==> src/rtl/dac_playback_ctrl.sv <==
// dac_playback_ctrl: audio DAC playback scheduler.
// Prefills the sample FIFO to a programmable level, then pops one sample per
// programmable period into a registered DAC sample. Handles underrun
// (re-buffer or stop), graceful stop at frame end, and host status counters.
module dac_playback_ctrl #(
  parameter int DATA_WIDTH  = 8,
  parameter int DIV_WIDTH   = 16,
  parameter int LEVEL_WIDTH = 13,
  parameter int CNT_WIDTH   = 16
) (
  input  logic                   clk,
  input  logic                   rst_n,
  input  logic                   enable,
  input  logic [DIV_WIDTH-1:0]   rate_div,
  input  logic [LEVEL_WIDTH-1:0] prefill_level,
  input  logic [LEVEL_WIDTH-1:0] fifo_level,
  input  logic                   clear_stats,
  input  logic [DATA_WIDTH-1:0]  s_axis_tdata,
  input  logic                   s_axis_tvalid,
  input  logic                   s_axis_tlast,
  output logic                   s_axis_tready,
  output logic [DATA_WIDTH-1:0]  dac_sample,
  output logic                   sample_strobe,
  output logic [1:0]             state,
  output logic                   underrun,
  output logic [CNT_WIDTH-1:0]   underrun_count,
  output logic [CNT_WIDTH-1:0]   frame_count
);

  typedef enum logic [1:0] {
    IDLE    = 2'd0,
    PREFILL = 2'd1,
    PLAY    = 2'd2,
    DRAIN   = 2'd3
  } state_e;

  localparam logic [DATA_WIDTH-1:0] MIDSCALE = {1'b1, {(DATA_WIDTH-1){1'b0}}};

  state_e                 state_q;
  logic [DIV_WIDTH-1:0]   cnt_q;
  logic [DATA_WIDTH-1:0]  dac_q;
  logic                   strobe_q;
  logic                   und_q;
  logic [CNT_WIDTH-1:0]   ucnt_q, ucnt_d;
  logic [CNT_WIDTH-1:0]   fcnt_q, fcnt_d;

  logic running, tick, pop, und, pop_last;

  // The sample clock only exists while playing or draining; tready is the
  // raw tick so an async reset of state_q drops it immediately.
  assign running  = (state_q == PLAY) || (state_q == DRAIN);
  assign tick     = running && (cnt_q == '0);
  assign pop      = tick && s_axis_tvalid;
  assign und      = tick && !s_axis_tvalid;
  assign pop_last = pop && s_axis_tlast;

  assign s_axis_tready  = tick;
  assign dac_sample     = dac_q;
  assign sample_strobe  = strobe_q;
  assign underrun       = und_q;
  assign state          = state_q;
  assign underrun_count = ucnt_q;
  assign frame_count    = fcnt_q;

  // Playback state machine; underrun has priority over enable in PLAY/DRAIN.
  always_ff @(posedge clk or negedge rst_n) begin
    if (!rst_n) begin
      state_q <= IDLE;
    end else begin
      unique case (state_q)
        IDLE:    if (enable) state_q <= PREFILL;
        PREFILL: begin
          if (!enable)                         state_q <= IDLE;
          else if (fifo_level >= prefill_level) state_q <= PLAY;
        end
        PLAY: begin
          if (und)          state_q <= PREFILL;
          else if (!enable) state_q <= DRAIN;
        end
        DRAIN: begin
          if (und || pop_last) state_q <= IDLE;
          else if (enable)     state_q <= PLAY;
        end
        default: state_q <= IDLE;
      endcase
    end
  end

  // Period down-counter: held at zero outside PLAY/DRAIN so PLAY entry ticks
  // at once; PLAY<->DRAIN leaves the phase untouched. rate_div is only
  // sampled on reload.
  always_ff @(posedge clk or negedge rst_n) begin
    if (!rst_n)       cnt_q <= '0;
    else if (!running) cnt_q <= '0;
    else if (tick)    cnt_q <= rate_div;
    else              cnt_q <= cnt_q - 1'b1;
  end

  // Output sample register: new data on pop, midscale on underrun, else hold.
  always_ff @(posedge clk or negedge rst_n) begin
    if (!rst_n) begin
      dac_q    <= MIDSCALE;
      strobe_q <= 1'b0;
      und_q    <= 1'b0;
    end else begin
      strobe_q <= tick;
      und_q    <= und;
      if (pop)      dac_q <= s_axis_tdata;
      else if (und) dac_q <= MIDSCALE;
    end
  end

  // Counter next-state: clear first, then count this cycle's event.
  always_comb begin
    ucnt_d = clear_stats ? '0 : ucnt_q;
    fcnt_d = clear_stats ? '0 : fcnt_q;
    if (und && (ucnt_d != '1)) ucnt_d = ucnt_d + 1'b1;
    if (pop_last)              fcnt_d = fcnt_d + 1'b1;
  end

  // Status counters: underruns saturate, frames wrap.
  always_ff @(posedge clk or negedge rst_n) begin
    if (!rst_n) begin
      ucnt_q <= '0;
      fcnt_q <= '0;
    end else begin
      ucnt_q <= ucnt_d;
      fcnt_q <= fcnt_d;
    end
  end

endmodule

==> config.mk <==
export PLATFORM = sky130hd
export DESIGN_NAME = dac_playback_ctrl
export DESIGN_NICKNAME = d
export VERILOG_FILES = /design/src/rtl/dac_playback_ctrl.sv
export SDC_FILE = /design/constraint.sdc
export NUM_CORES = 1
export LEC_CHECK = 0
export BUFFER_PORTS_ARGS = -buffer_cell sky130_fd_sc_hd__buf_2
export CAP_MARGIN = 10
export CORE_UTILIZATION = 42
export DETAILED_ROUTE_END_ITERATION = 6
export PLACE_DENSITY = 0.67
export SYNTH_ARGS = -nofsm -noshare
export SYNTH_HDL_FRONTEND = slang
export SYNTH_SLANG_ARGS = --single-unit
==> constraint.sdc <==
create_clock -name clk -period 4.9 [get_ports clk]
set_clock_uncertainty 0.2 [all_clocks]
set_input_delay 0.245 -clock clk [delete_from_list [all_inputs] [get_ports clk]]
set_output_delay 0.245 -clock clk [all_outputs]
set_load 0.05 [all_outputs]
# Yosys cells after proc, flatten, opt, wreduce, memory -nomap -nowiden
# Index checks and enable logic that the tools add are counted.
# W data, S select, Z words.
# word_totals
reg_bits	60
inputBits	56
# op_classes
addsub	3
n_lt_le_gt_ge	1
n_eq_ne	8
mux	16
reduce_logical	12
# op_table
op	n
$mux W16	6
$add A16 B1 Y16 const B	2
$logic_not A16 Y1	1
$mux W8	2
$ne A16 B16 Y1 const B	1
$sub A16 B1 Y16 const B	1
$mux W2	7
$ge A13 B13 Y1	1
$pmux W2 S4	1
$ne A3 B3 Y1 const B	2
$logic_and A1 B1 Y1	5
$eq A2 B2 Y1 const B	2
$reduce_and A4 Y1	1
$ne A3 B2 Y1 const B	1
$eq A2 B1 Y1 const B	1
$logic_not A2 Y1	1
$logic_or A1 B1 Y1	2
$ne A2 B2 Y1 const B	1
$reduce_bool A2 Y1	1
$logic_not A1 Y1	1

# Longest topological paths before layout
# logic_depth
ltp_word	8
mapped_depth	8

# Worst setup path after synthesis
# Ideal clock, no wire load.
# synth_path
path_type	register to register
start	register ucnt_q[0], in the netlist underrun_count[0]
end	register ucnt_q[14], in the netlist underrun_count[14]
setup_ps	78
t_arrival_ps	2529
required_ps	4622
path_slack_ps	2093
stages_incl_launch_ff	8
path_buffers	0
path_cell_list	dfrtp_1 > nor2b_1 > ha_1 > nand3_1 > or3_1 > or4_1 > or3_1 > a21oi_1
# synth_via
elab_chain_cells	4
elab_cells_between_ends	5
# synth_lines
item	line	text
start: declaration	44	logic [CNT_WIDTH-1:0] ucnt_q, ucnt_d;
start signal: assignment	127	ucnt_q <= ucnt_d;
$mux W16 *	115	ucnt_d = clear_stats ? '0 : ucnt_q;
parallel branches: the longest is 2 deep, another holds $add A16 B1 Y16	-	
$mux W16 *	117	if (und && (ucnt_d != '1)) ucnt_d = ucnt_d + 1'b1;
net ucnt_d[14]	44	
# Mark *: on every way through the listed nets, which the timed path passes.
# A chain may end at the register's enable or synchronous reset.

# Worst setup path in the final report
# layout_path
start	register cnt_q[0]
end	register fcnt_q[7], in the netlist frame_count[7]
# layout_via
elab_chain_cells	5
# layout_lines
item	line	text
start: declaration	40	logic [DIV_WIDTH-1:0] cnt_q;
start signal: assignment	95	else if (tick) cnt_q <= rate_div;
start signal: assignment	96	else cnt_q <= cnt_q - 1'b1;
$logic_not A16 Y1	52	assign tick = running && (cnt_q == '0);
$logic_and A1 B1 Y1	52	
$logic_and A1 B1 Y1	53	assign pop = tick && s_axis_tvalid;
$logic_and A1 B1 Y1	55	assign pop_last = pop && s_axis_tlast;
$mux W16	118	if (pop_last) fcnt_d = fcnt_d + 1'b1;
net fcnt_d[7]	45	logic [CNT_WIDTH-1:0] fcnt_q, fcnt_d;
end signal: assignment	128	fcnt_q <= fcnt_d;
end: declaration	45	
# The timed path passes the listed nets, and every way through them passes these cells.

==> flow_summary.ini <==
[pwr]
power.total_w = 0.001748
power_density_nw_per_um2 = 390.2
comb_power_share_pct = 36.3
ir_worst_vdd_v = 0.0002747
p_clk_share_pct = 24.5
switchingPower_w = 0.0007059
swShare_pct = 40.38
leakage_nw = 2.160
seqPwrFrac_pct = 39.2
p_int_w = 0.001042

[routing]
wl_met1_mm = 3.849
wl_met3_um = 341
drt-total-wl_mm = 8.323
drc = 0
vias = 3218
routed_via_density = 5.250
postRouteAntennaNets = 0
avgRoutedWirePerCell_um = 13.58
route.top_layer_used = met4
dr.pass1.iters = 4
wl_met2_mm = 3.945
drtIter0Drc = 171

[placement]
place_congestion = 0.8248
dp_hpwl_mm = 5.953
dp_slack_ns = 1.959
placed_area_sq_um = 4136
port-buffer-count = 100
dp.cells = 581

[synth]
async_reset_ff_share_pct = 100.0
synth-edff-count = 0
yosysSeqAreaShare_pct = 42.42
synth-seq-cells = 60
syn-cell-area_sq_um = 3542
syn-num-nets = 461
syn_area_per_cell_sq_um = 9.129
synth_cell_types = 42
synthFlopType = dfrtp_1
synthCells = 388
yosysWarnings = 0

[die]
die_y_um = 93.84
die_area_sq_um = 8805
io_pins = 101
placementRows = 33
design.core.area_sq_um = 8175
die_x_um = 93.84
initial_core_util_pct = 43.33

[min_path]
hp-class = primary input to flip-flop
worstHoldPathCells = 3

[clock_network]
path_clk_slew_ns = 0.07
cts_hold_buf = 16
post_cts_buffers = 0
cts_buffers = 9
cts-root-buf = clkbuf_8
clk_latency_ns = 0.34
clk_path_buf_depth = 2
cts_tree = done
clock-sinks = 60
cts.repair.resized = 0
cts.htree.levels = 3

[setup_path]
required_ns = 4.93
slowest_delay_ns = 0.68
cpMaxStageDelayCell = nor3_1
crit_buf_inv = 1
worst_ep_arrival_time_ns = 2.99
crit_family = simple AND/OR/NAND/NOR gates
path_cells = inv_1, ha_1, nor4bb_1, nand4_4, nor3_1, a311oi_1, a41o_1
crit_fanout = 29
end_kind = flip-flop
crit_path_start_kind = flip-flop
reg2regPathDepth = 7
cp_num_cells = 7
worstSetupPathType = flip-flop to flip-flop

[status]
status = finished, final reports clean

[timing]
relSlewSlack_pct = 49.90
post-route-period-util_pct = 60.47
finalWorstSetupSlack_ns = 1.937
finalSetupViolCount = 0
slew_viol_final = 0
min_period_ns = 2.963
final.setup.tns_ns = 0
worst_pin_slew_ns = 0.7515
hold_viol = 0
fmax_mhz = 337.5
rsz0062_at_grt = no

[cells_and_area]
diodes = 0
drive_gt1_share_pct = 25.39
final_cell_count_no_fill = 613
area_delta_synth_final_pct = 26.49
final_cell_area_sq_um = 4481
layout.nets = 576

[grt]
antenna_found_initial = 0
grt_max_degree = 61
first_global_vias = 3066
grt.overflow.total = 0
grt_pass1_wl_mm = 14.18
grt_usage_pct = 20.51

[job]
maxCapViolations = 0
==> worst reg2reg max path: stages, from the launching register on <==
cell and delay [ns]:
dfrtp_1 0.40, inv_1 0.09, ha_1 0.17, nor4bb_1 0.47, nand4_4 0.41, nor3_1 0.68
a311oi_1 0.19, a41o_1 0.24
==> final cells by class <==
cell class	instances	area (sq um)
flip-flops and latches	60	1503
inverters	20	75.07
fillers	764	3695
multi-input cells	294	1912
repair buffers	118	675.6
clock buffers	11	131.4
well taps	105	131.4
clock inverters	5	52.55
==> layer usage <==
metal  track usage (%)  vias to the layer above
met2             32.73                       83
li1                  -                     1602
met4             9.615                        0
met5                 0                        -
met3             3.317                       17
met1             27.12                     1516
==> stage by stage <==
stage / utilization, % / hold slack (ns)
after floorplan: - / -0.2506
after global placement: 50.60 / 0.2439
after detailed placement: 50.60 / 0.2511
after CTS: 54.81 / 0.001249
after global routing: 54.81 / 0.005121
final: 54.81 / 0.002707
==> registers in the layout, summed over array words and instances (netlist names) <==
| signal | count |
|---|---|
| state | 2 |
| dac_sample | 8 |
| underrun | 1 |
| cnt_q | 16 |
| frame_count | 16 |
| sample_strobe | 1 |
| underrun_count | 16 |
==> cell usage in the layout, fill, tap and decap left out, types with 9 or more instances in the layout <==
master and instances:
ha_1 17, nor2b_1 17, clkbuf_8 9, xnor2_1 19, dfrtp_1 59, o21ai_0 22, nand4_1 13, a21oi_1 13
nand3_1 14, nor3_1 16, xor2_1 12, nor2_1 41, inv_1 19, dlygate4sd3_1 16, buf_2 100, a211oi_1 12
nand2_1 31
==> synthesized netlist by cell type (2+ instances only) <==
cell type	number	area, sq um
and2_1	4	25.02
ha_1	17	212.7
o21ai_0	22	110.1
nand2_1	31	116.4
a21oi_1	13	65.06
or4_1	2	15.01
inv_1	19	71.32
a211oi_1	12	90.09
a31o_2	2	17.52
clkbuf_1	12	45.04
nor4_1	7	43.79
dfrtp_1	59	1476
or3_1	7	43.79
nand4_1	13	81.33
and3_1	5	31.28
xor2_1	12	105.1
nor2b_1	17	106.4
nand3_1	14	70.07
and4_1	4	35.03
nor2_1	41	153.9
mux2_2	7	78.83
a311oi_1	2	17.52
nand4b_1	4	35.03
buf_1	2	7.510
nand2b_1	7	43.79
nand3b_1	4	30.03
xnor2_1	19	166.4
nor3_1	16	80.08
==> path summary, 6_finish.rpt <==
| path | from | to | slack, ns |
|---|---|---|---|
| worst max-delay path | cnt_q[0] | frame_count[7] | 1.94 |
| worst min-delay path | rate_div[13] | cnt_q[13] | 0.003 |
| worst max register to register | cnt_q[0] | frame_count[7] | 1.94 |
| worst min register to register | dac_sample[0] | dac_sample[0] | 0.29 |
| max in group asynchronous | rst_n | dac_sample[2] | 3.61 |
| min in group asynchronous | rst_n | frame_count[12] | 0.39 |
==> power by group through the flow <==
| stage | sequential, W | combinational (W) | clock (W) |
|---|---|---|---|
| 6_report | 0.000685 | 0.000634 | 0.000429 |
| 3_5_place_dp | 0.000690 | 0.000625 | 0 |
| 4_1_cts | 0.000684 | 0.000637 | 0.000440 |
| 3_3_place_gp | 0.000688 | 0.000615 | 0 |
| 2_1_floorplan | 0.000823 | 0.000328 | 0 |
| 5_1_grt | 0.000698 | 0.000697 | 0.000463 |
==> cells by family after synthesis <==
| family | share of synthesized area (%) |
|---|---|
| AOI/OAI and AO/OA | 10.24 |
| xor gates and xnor gates | 7.665 |
| adders and majority gates | 6.005 |
| buffers and inverters | 3.603 |
| DFF | 42.42 |
| muxes | 2.225 |
| and+or+nand+nor | 27.83 |
Power figures use the tool's default switching activity.
